--- config.mk ---
export PLATFORM = sky130hd
export DESIGN_NAME = inst_stream_fetch
export DESIGN_NICKNAME = d
export VERILOG_FILES = /design/src/rtl/inst_stream_fetch.sv
export SDC_FILE = /design/constraint.sdc
export NUM_CORES = 1
export LEC_CHECK = 0
export BUFFER_PORTS_ARGS = -buffer_cell sky130_fd_sc_hd__clkbuf_2
export CELL_PAD_IN_SITES_DETAIL_PLACEMENT = 2
export CELL_PAD_IN_SITES_GLOBAL_PLACEMENT = 2
export CORE_MARGIN = 5
export CORE_UTILIZATION = 46
export CTS_BUF_LIST = sky130_fd_sc_hd__clkbuf_4 sky130_fd_sc_hd__clkbuf_8
export DETAILED_ROUTE_END_ITERATION = 6
export PLACE_DENSITY_LB_ADDON = 0.1
export SETUP_SLACK_MARGIN = 0.4
export SYNTH_ARGS = -nofsm -noshare
export SYNTH_HDL_FRONTEND = slang
export SYNTH_SLANG_ARGS = --single-unit
--- constraint.sdc ---
create_clock -name clk -period 5.3 [get_ports clk]
set_clock_uncertainty 0.15 [all_clocks]
set_input_delay 0.53 -clock clk [delete_from_list [all_inputs] [get_ports clk]]
set_output_delay 0.53 -clock clk [all_outputs]
set_load 0.005 [all_outputs]
--- src/rtl/inst_stream_fetch.sv ---
// -----------------------------------------------------------------------------
// inst_stream_fetch
//
// Fetch front-end that takes a byte stream and turns it into instruction words
// for the core. Bytes arrive over a valid/ready handshake and are packed into
// DATA_WIDTH-bit words with a byte order fixed at build time. Each completed
// word is tagged with its fetch address and stored in a DEPTH-entry FIFO. The
// core reads words from the FIFO over valid/ready. Flush discards everything
// buffered and jumps to a new address. End of stream is reported once the
// FIFO has drained.
//
// Ports
//   clk, rst          rising-edge clock, asynchronous active-high reset
//   byte_valid/ready  byte stream handshake
//   byte_data         stream byte
//   byte_last         marks the final byte; it closes a short word
//   inst_valid/ready  core handshake for the FIFO head
//   inst              head instruction (0 when inst_valid=0)
//   inst_address      head address, or the next assembly address when empty
//   flush             discard the FIFO and the partial word, then redirect
//   flush_address     new next-word address, sampled while flush=1
//   level             FIFO occupancy
//   done              stream has ended and the FIFO is empty
// -----------------------------------------------------------------------------
module inst_stream_fetch #(
  parameter int                    DATA_WIDTH = 32,
  parameter int                    DEPTH      = 4,
  parameter bit                    BIG_ENDIAN = 1'b0,
  parameter logic [DATA_WIDTH-1:0] RESET_ADDR = '0
) (
  input  logic                         clk,
  input  logic                         rst,
  input  logic                         byte_valid,
  input  logic [7:0]                   byte_data,
  input  logic                         byte_last,
  output logic                         byte_ready,
  output logic                         inst_valid,
  output logic [DATA_WIDTH-1:0]        inst,
  output logic [DATA_WIDTH-1:0]        inst_address,
  input  logic                         inst_ready,
  input  logic                         flush,
  input  logic [DATA_WIDTH-1:0]        flush_address,
  output logic [$clog2(DEPTH+1)-1:0]   level,
  output logic                         done
);

  localparam int BPW = DATA_WIDTH / 8;
  localparam int CW  = $clog2(BPW);
  localparam int AW  = $clog2(DEPTH);
  localparam int LW  = $clog2(DEPTH + 1);

  typedef enum logic [1:0] {
    ST_RUN,
    ST_DRAIN,
    ST_DONE
  } state_e;

  state_e                state_q, state_d;
  logic [CW-1:0]         cnt_q, cnt_d;
  logic [DATA_WIDTH-1:0] word_q, word_d;
  logic [DATA_WIDTH-1:0] addr_q, addr_d;
  logic [AW-1:0]         rd_q, rd_d;
  logic [AW-1:0]         wr_q, wr_d;
  logic [LW-1:0]         level_q, level_d;

  logic [DATA_WIDTH-1:0] mem_data [DEPTH];
  logic [DATA_WIDTH-1:0] mem_addr [DEPTH];

  logic [CW-1:0]         lane;
  logic [DATA_WIDTH-1:0] asm_word;
  logic                  full;
  logic                  completes;
  logic                  head_take;
  logic                  accept;
  logic                  push;
  logic                  pop;

  // ---------------------------------------------------------------------------
  // Handshake decode
  // ---------------------------------------------------------------------------
  assign full       = (level_q == LW'(DEPTH));
  assign completes  = byte_last || (cnt_q == CW'(BPW - 1));
  assign head_take  = inst_valid && inst_ready;

  // A word-completing byte may enter a full FIFO only when the head leaves in
  // the same cycle; that is the inst_ready -> byte_ready combinational path.
  assign byte_ready = (state_q == ST_RUN) && !flush &&
                      (!completes || !full || head_take);

  assign accept     = byte_valid && byte_ready;
  assign push       = accept && completes;
  // Flush wins: the head is not consumed in a flush cycle.
  assign pop        = head_take && !flush;

  // Byte lane for the incoming byte; the partial word is zeroed after every
  // push, so lanes left unwritten by a short final word read as 0.
  assign lane = BIG_ENDIAN ? (CW'(BPW - 1) - cnt_q) : cnt_q;

  always_comb begin
    asm_word = word_q;
    asm_word[int'(lane) * 8 +: 8] = byte_data;
  end

  // ---------------------------------------------------------------------------
  // Next-state logic
  // ---------------------------------------------------------------------------
  // NOTE: every signal gets a default before any branch so no latch is inferred.
  always_comb begin
    cnt_d   = cnt_q;
    word_d  = word_q;
    addr_d  = addr_q;
    rd_d    = rd_q;
    wr_d    = wr_q;
    level_d = level_q;
    state_d = state_q;

    if (flush) begin
      cnt_d   = '0;
      word_d  = '0;
      addr_d  = flush_address;
      rd_d    = '0;
      wr_d    = '0;
      level_d = '0;
      state_d = ST_RUN;
    end else begin
      if (accept) begin
        if (completes) begin
          cnt_d  = '0;
          word_d = '0;
          addr_d = addr_q + DATA_WIDTH'(BPW);
          wr_d   = wr_q + 1'b1;
        end else begin
          cnt_d  = cnt_q + 1'b1;
          word_d = asm_word;
        end
      end

      if (pop) begin
        rd_d = rd_q + 1'b1;
      end

      case ({push, pop})
        2'b10:   level_d = level_q + 1'b1;
        2'b01:   level_d = level_q - 1'b1;
        default: level_d = level_q;
      endcase

      case (state_q)
        ST_RUN:   if (accept && byte_last) state_d = ST_DRAIN;
        ST_DRAIN: if (level_q == '0)       state_d = ST_DONE;
        ST_DONE:  state_d = ST_DONE;
        default:  state_d = ST_RUN;
      endcase
    end
  end

  // ---------------------------------------------------------------------------
  // State registers
  // ---------------------------------------------------------------------------
  // NOTE: sequential state uses non-blocking assignments so every register
  // samples the pre-edge values of the others.
  always_ff @(posedge clk or posedge rst) begin
    if (rst) begin
      state_q <= ST_RUN;
      cnt_q   <= '0;
      word_q  <= '0;
      addr_q  <= RESET_ADDR;
      rd_q    <= '0;
      wr_q    <= '0;
      level_q <= '0;
    end else begin
      state_q <= state_d;
      cnt_q   <= cnt_d;
      word_q  <= word_d;
      addr_q  <= addr_d;
      rd_q    <= rd_d;
      wr_q    <= wr_d;
      level_q <= level_d;
    end
  end

  // NOTE: the FIFO storage has no reset; an entry is only read after it has
  // been written, and inst is masked to 0 while the FIFO is empty.
  always_ff @(posedge clk) begin
    if (push) begin
      mem_data[wr_q] <= asm_word;
      mem_addr[wr_q] <= addr_q;
    end
  end

  // ---------------------------------------------------------------------------
  // Outputs
  // ---------------------------------------------------------------------------
  assign inst_valid   = (level_q != '0);
  assign inst         = inst_valid ? mem_data[rd_q] : '0;
  assign inst_address = inst_valid ? mem_addr[rd_q] : addr_q;
  assign level        = level_q;
  assign done         = (state_q == ST_DONE);

endmodule
==> results.py <==
metrics = {
    "run_status": {
        "status": "finished, final reports clean",
    },
    "cts": {
        "post_cts.repair.setup_buffers": 0,
        "cts_buffers": 56,
        "cts_buffer_depth": 3,
        "cts_sinks": 331,
        "clk_pin_slew_worst_paths_ns": 0.06,
        "cts-root-buf": "clkbuf_8",
        "ctsHtreeMaxLevel": 2,
        "clk_latency_ns": 0.58,
        "cts_tree": "done",
        "cts_resized": 0,
    },
    "timing": {
        "max-slew-margin-rel_pct": 16.9,
        "maxSlewViolCount": 0,
        "finalCritPeriodShare_pct": 73.3,
        "worst_pin_slew_ns": 1.24,
        "grt_setup_unrepaired": "false",
        "fin_crit_ns": 3.88,
        "max_freq_mhz": 258,
        "final-hold-violation-count": 0,
        "setup-tns-final_ns": 0,
        "finalSetupViolations": 0,
    },
    "yosys": {
        "synthArstFlopShare_pct": 22.7,
        "yosysWarnings": 0,
        "synth-main-ff-cell": "edfxtp_1",
        "ys_types": 57,
        "synthesis.nets": 948,
        "syn_area_um2": 14100,
        "synth-edff-count": 256,
        "seq_area_frac_synth_pct": 68.0,
        "synth.avg_cell_area_um2": 15.9,
        "syn_inst": 887,
        "synth_seq_cells": 331,
    },
    "floorplanning": {
        "die_x_um": 185,
        "start_util_pct": 46.3,
        "core_um2": 30300,
        "die_h_um": 185,
        "fp-row-count": 64,
        "ioPinCount": 116,
        "die_area_um2": 34200,
    },
    "power": {
        "power.total_mw": 6.67,
        "ir_drop_v": 0.000213,
        "power.density_nw_per_um2": 409,
        "power.leakage_nw": 5.79,
    },
    "grt": {
        "overflow": 0,
        "grt_pass1_wl_um": 58500,
        "grt_use_total_pct": 22.4,
        "antenna_found_initial": 0,
        "grt_pass1_vias": 9746,
        "grt_max_degree": 62,
    },
    "routing": {
        "wl_per_cell_um": 25.4,
        "wirelength_um": 37700,
        "drtAntennaViolNets": 0,
        "vias": 8532,
        "dr.pass1.iters": 5,
        "vias_per_cell": 5.76,
        "detailedRoute.firstIterationViolations": 580,
        "drc_errors": 0,
    },
    "layout": {
        "nFillCells": 2855,
        "drive_gt1_share_pct": 31.5,
        "final_common_cell": "edfxtp_1",
        "syn_to_final_growth_pct": 15.8,
        "n_antenna_cell": 0,
        "final_util_pct": 53.7,
        "final_net_count": 1098,
        "mostFrequentLayoutCells": "256 x edfxtp_1, 115 x clkbuf_2, 78 x nand2_1",
    },
    "place": {
        "gp_congestion": 0.721,
        "dp_hpwl_um": 23500,
        "port_buffers": 115,
    },
    "critical_path": {
        "crit_path_end_kind": "flip-flop",
        "r2r_slack_ns": 1.42,
        "critPathKind": "reg2reg",
        "crit_fanout": 30,
        "start_kind": "flip-flop",
        "worstPathRequired_ns": 5.38,
        "worstPathArrival_ns": 3.96,
    },
    "job": {
        "cap_violations": 0,
    },
    "hold_path": {
        "min_path_type": "in2reg",
    },
}
-- cell usage after synthesis, types with 2 or more instances --
master	instances	area, µm²
nor2b_1	2	12.5
nor3b_1	2	15.0
mux4_2	64	1440
inv_1	46	173
clkbuf_1	24	90.1
edfxtp_1	256	7690
nor4_4	3	63.8
buf_1	3	11.3
a32oi_1	5	43.8
buf_4	3	22.5
xnor2_1	3	26.3
a22oi_1	2	15.0
a22o_1	33	289
o31ai_1	2	15.0
o311ai_0	4	35.0
mux2i_1	2	20.0
mux2_2	29	327
nor2_1	22	82.6
nand3_1	24	120
nand4_1	10	62.6
and2_1	38	238
nor4_2	2	25.0
a31oi_1	4	25.0
o211ai_1	3	22.5
a221o_1	2	20.0
xor2_1	9	78.8
nor3_1	9	45.0
dfrtp_1	75	1880
a21oi_1	9	45.0
ha_1	14	175
buf_2	13	65.1
o21ai_0	64	320
or3_1	3	18.8
and3_1	3	18.8
nand2_1	78	293
-- through the flow --
stage                     setup slack [ns]  hold WS (ns)  cell area (µm²)  instances
after floorplan                       1.56         0.321            14100        887
after global placement                1.52         0.338            15100       1371
after detailed placement              1.38         0.343            15100       1371
after CTS                             1.38       0.00201            16300       1480
after global routing                  1.24       0.00607            16300       1480
final                                 1.42        0.0267            16300       1480
-- area by class of cell --
class | count | area (µm²) | area share (%)
clock buffers | 81 | 1030 | 6.35
clock inverters | 24 | 110 | 0.676
inverters | 46 | 174 | 1.07
multi-input cells | 466 | 4140 | 25.4
flip-flops and latches | 331 | 9570 | 58.8
well taps | 396 | 495 | 3.04
repair buffers | 136 | 768 | 4.72
-- per-layer routing --
metal | track usage, % | part of all wire (%)
met3 | 3.67 | 4.6
met1 | 31.2 | 44
met5 | 0 | 0
met4 | 4.55 | 1.6
met2 | 37.7 | 50
-- worst paths after layout --
kind | cells past startpoint | start | end
min in group asynchronous | 3 | rst | addr_q[20]
worst min register to register | 1 | word_q[28] | word_q[28]
worst max register to register | 6 | state_q[1] | mem_addr[3][9]
worst min-delay path | 3 | flush_address[23] | addr_q[23]
worst max-delay path | 6 | state_q[1] | mem_addr[3][9]
max in group asynchronous | 4 | rst | rd_q[0]
-- registers in the layout (all words and copies together), names as in the netlist --
| name | cells |
|---|---|
| mem_addr | 128 |
| mem_data | 128 |
| addr_q | 32 |
| word_q | 32 |
| level | 3 |
| cnt_q | 2 |
| rd_q | 2 |
| state_q | 2 |
| wr_q | 2 |
-- worst max-delay path: stages, from the launching register on --
cell and delay (ns):
dfrtp_1 0.39, inv_1 0.13, ha_1 0.32, nand3b_4 0.17, nor3_4 0.88, and2_2 0.94
buf_4 0.52
-- logic make-up after synthesis --
logic type	after synthesis	synth area share (%)
XOR/XNOR	12	0.748
AND/OR/NAND/NOR	210	8.21
multiplexers	95	12.7
AO/OA/AOI/OAI	134	6.26
adder cells (fa/ha/maj)	15	1.39
buffers and inverters	90	2.65
flip-flops	331	68.0
-- power breakdown --
| part | switching [mW] | total, mW | internal [mW] | leakage [nW] |
|---|---|---|---|---|
| Clock | 1.05 | 2.30 | 1.25 | 0.617 |
| Combinational | 0.643 | 1.30 | 0.660 | 1.93 |
| Sequential | 0.171 | 3.06 | 2.89 | 3.25 |
| Total | 1.86 | 6.67 | 4.80 | 5.79 |
-- what timing repair did --
action,4_1_cts,5_1_grt
hold buffers,4,0
setup endpoints to repair,0,0
endpoints found under the hold margin,42,0
Note: power is estimated with default switching activity, not from simulation.
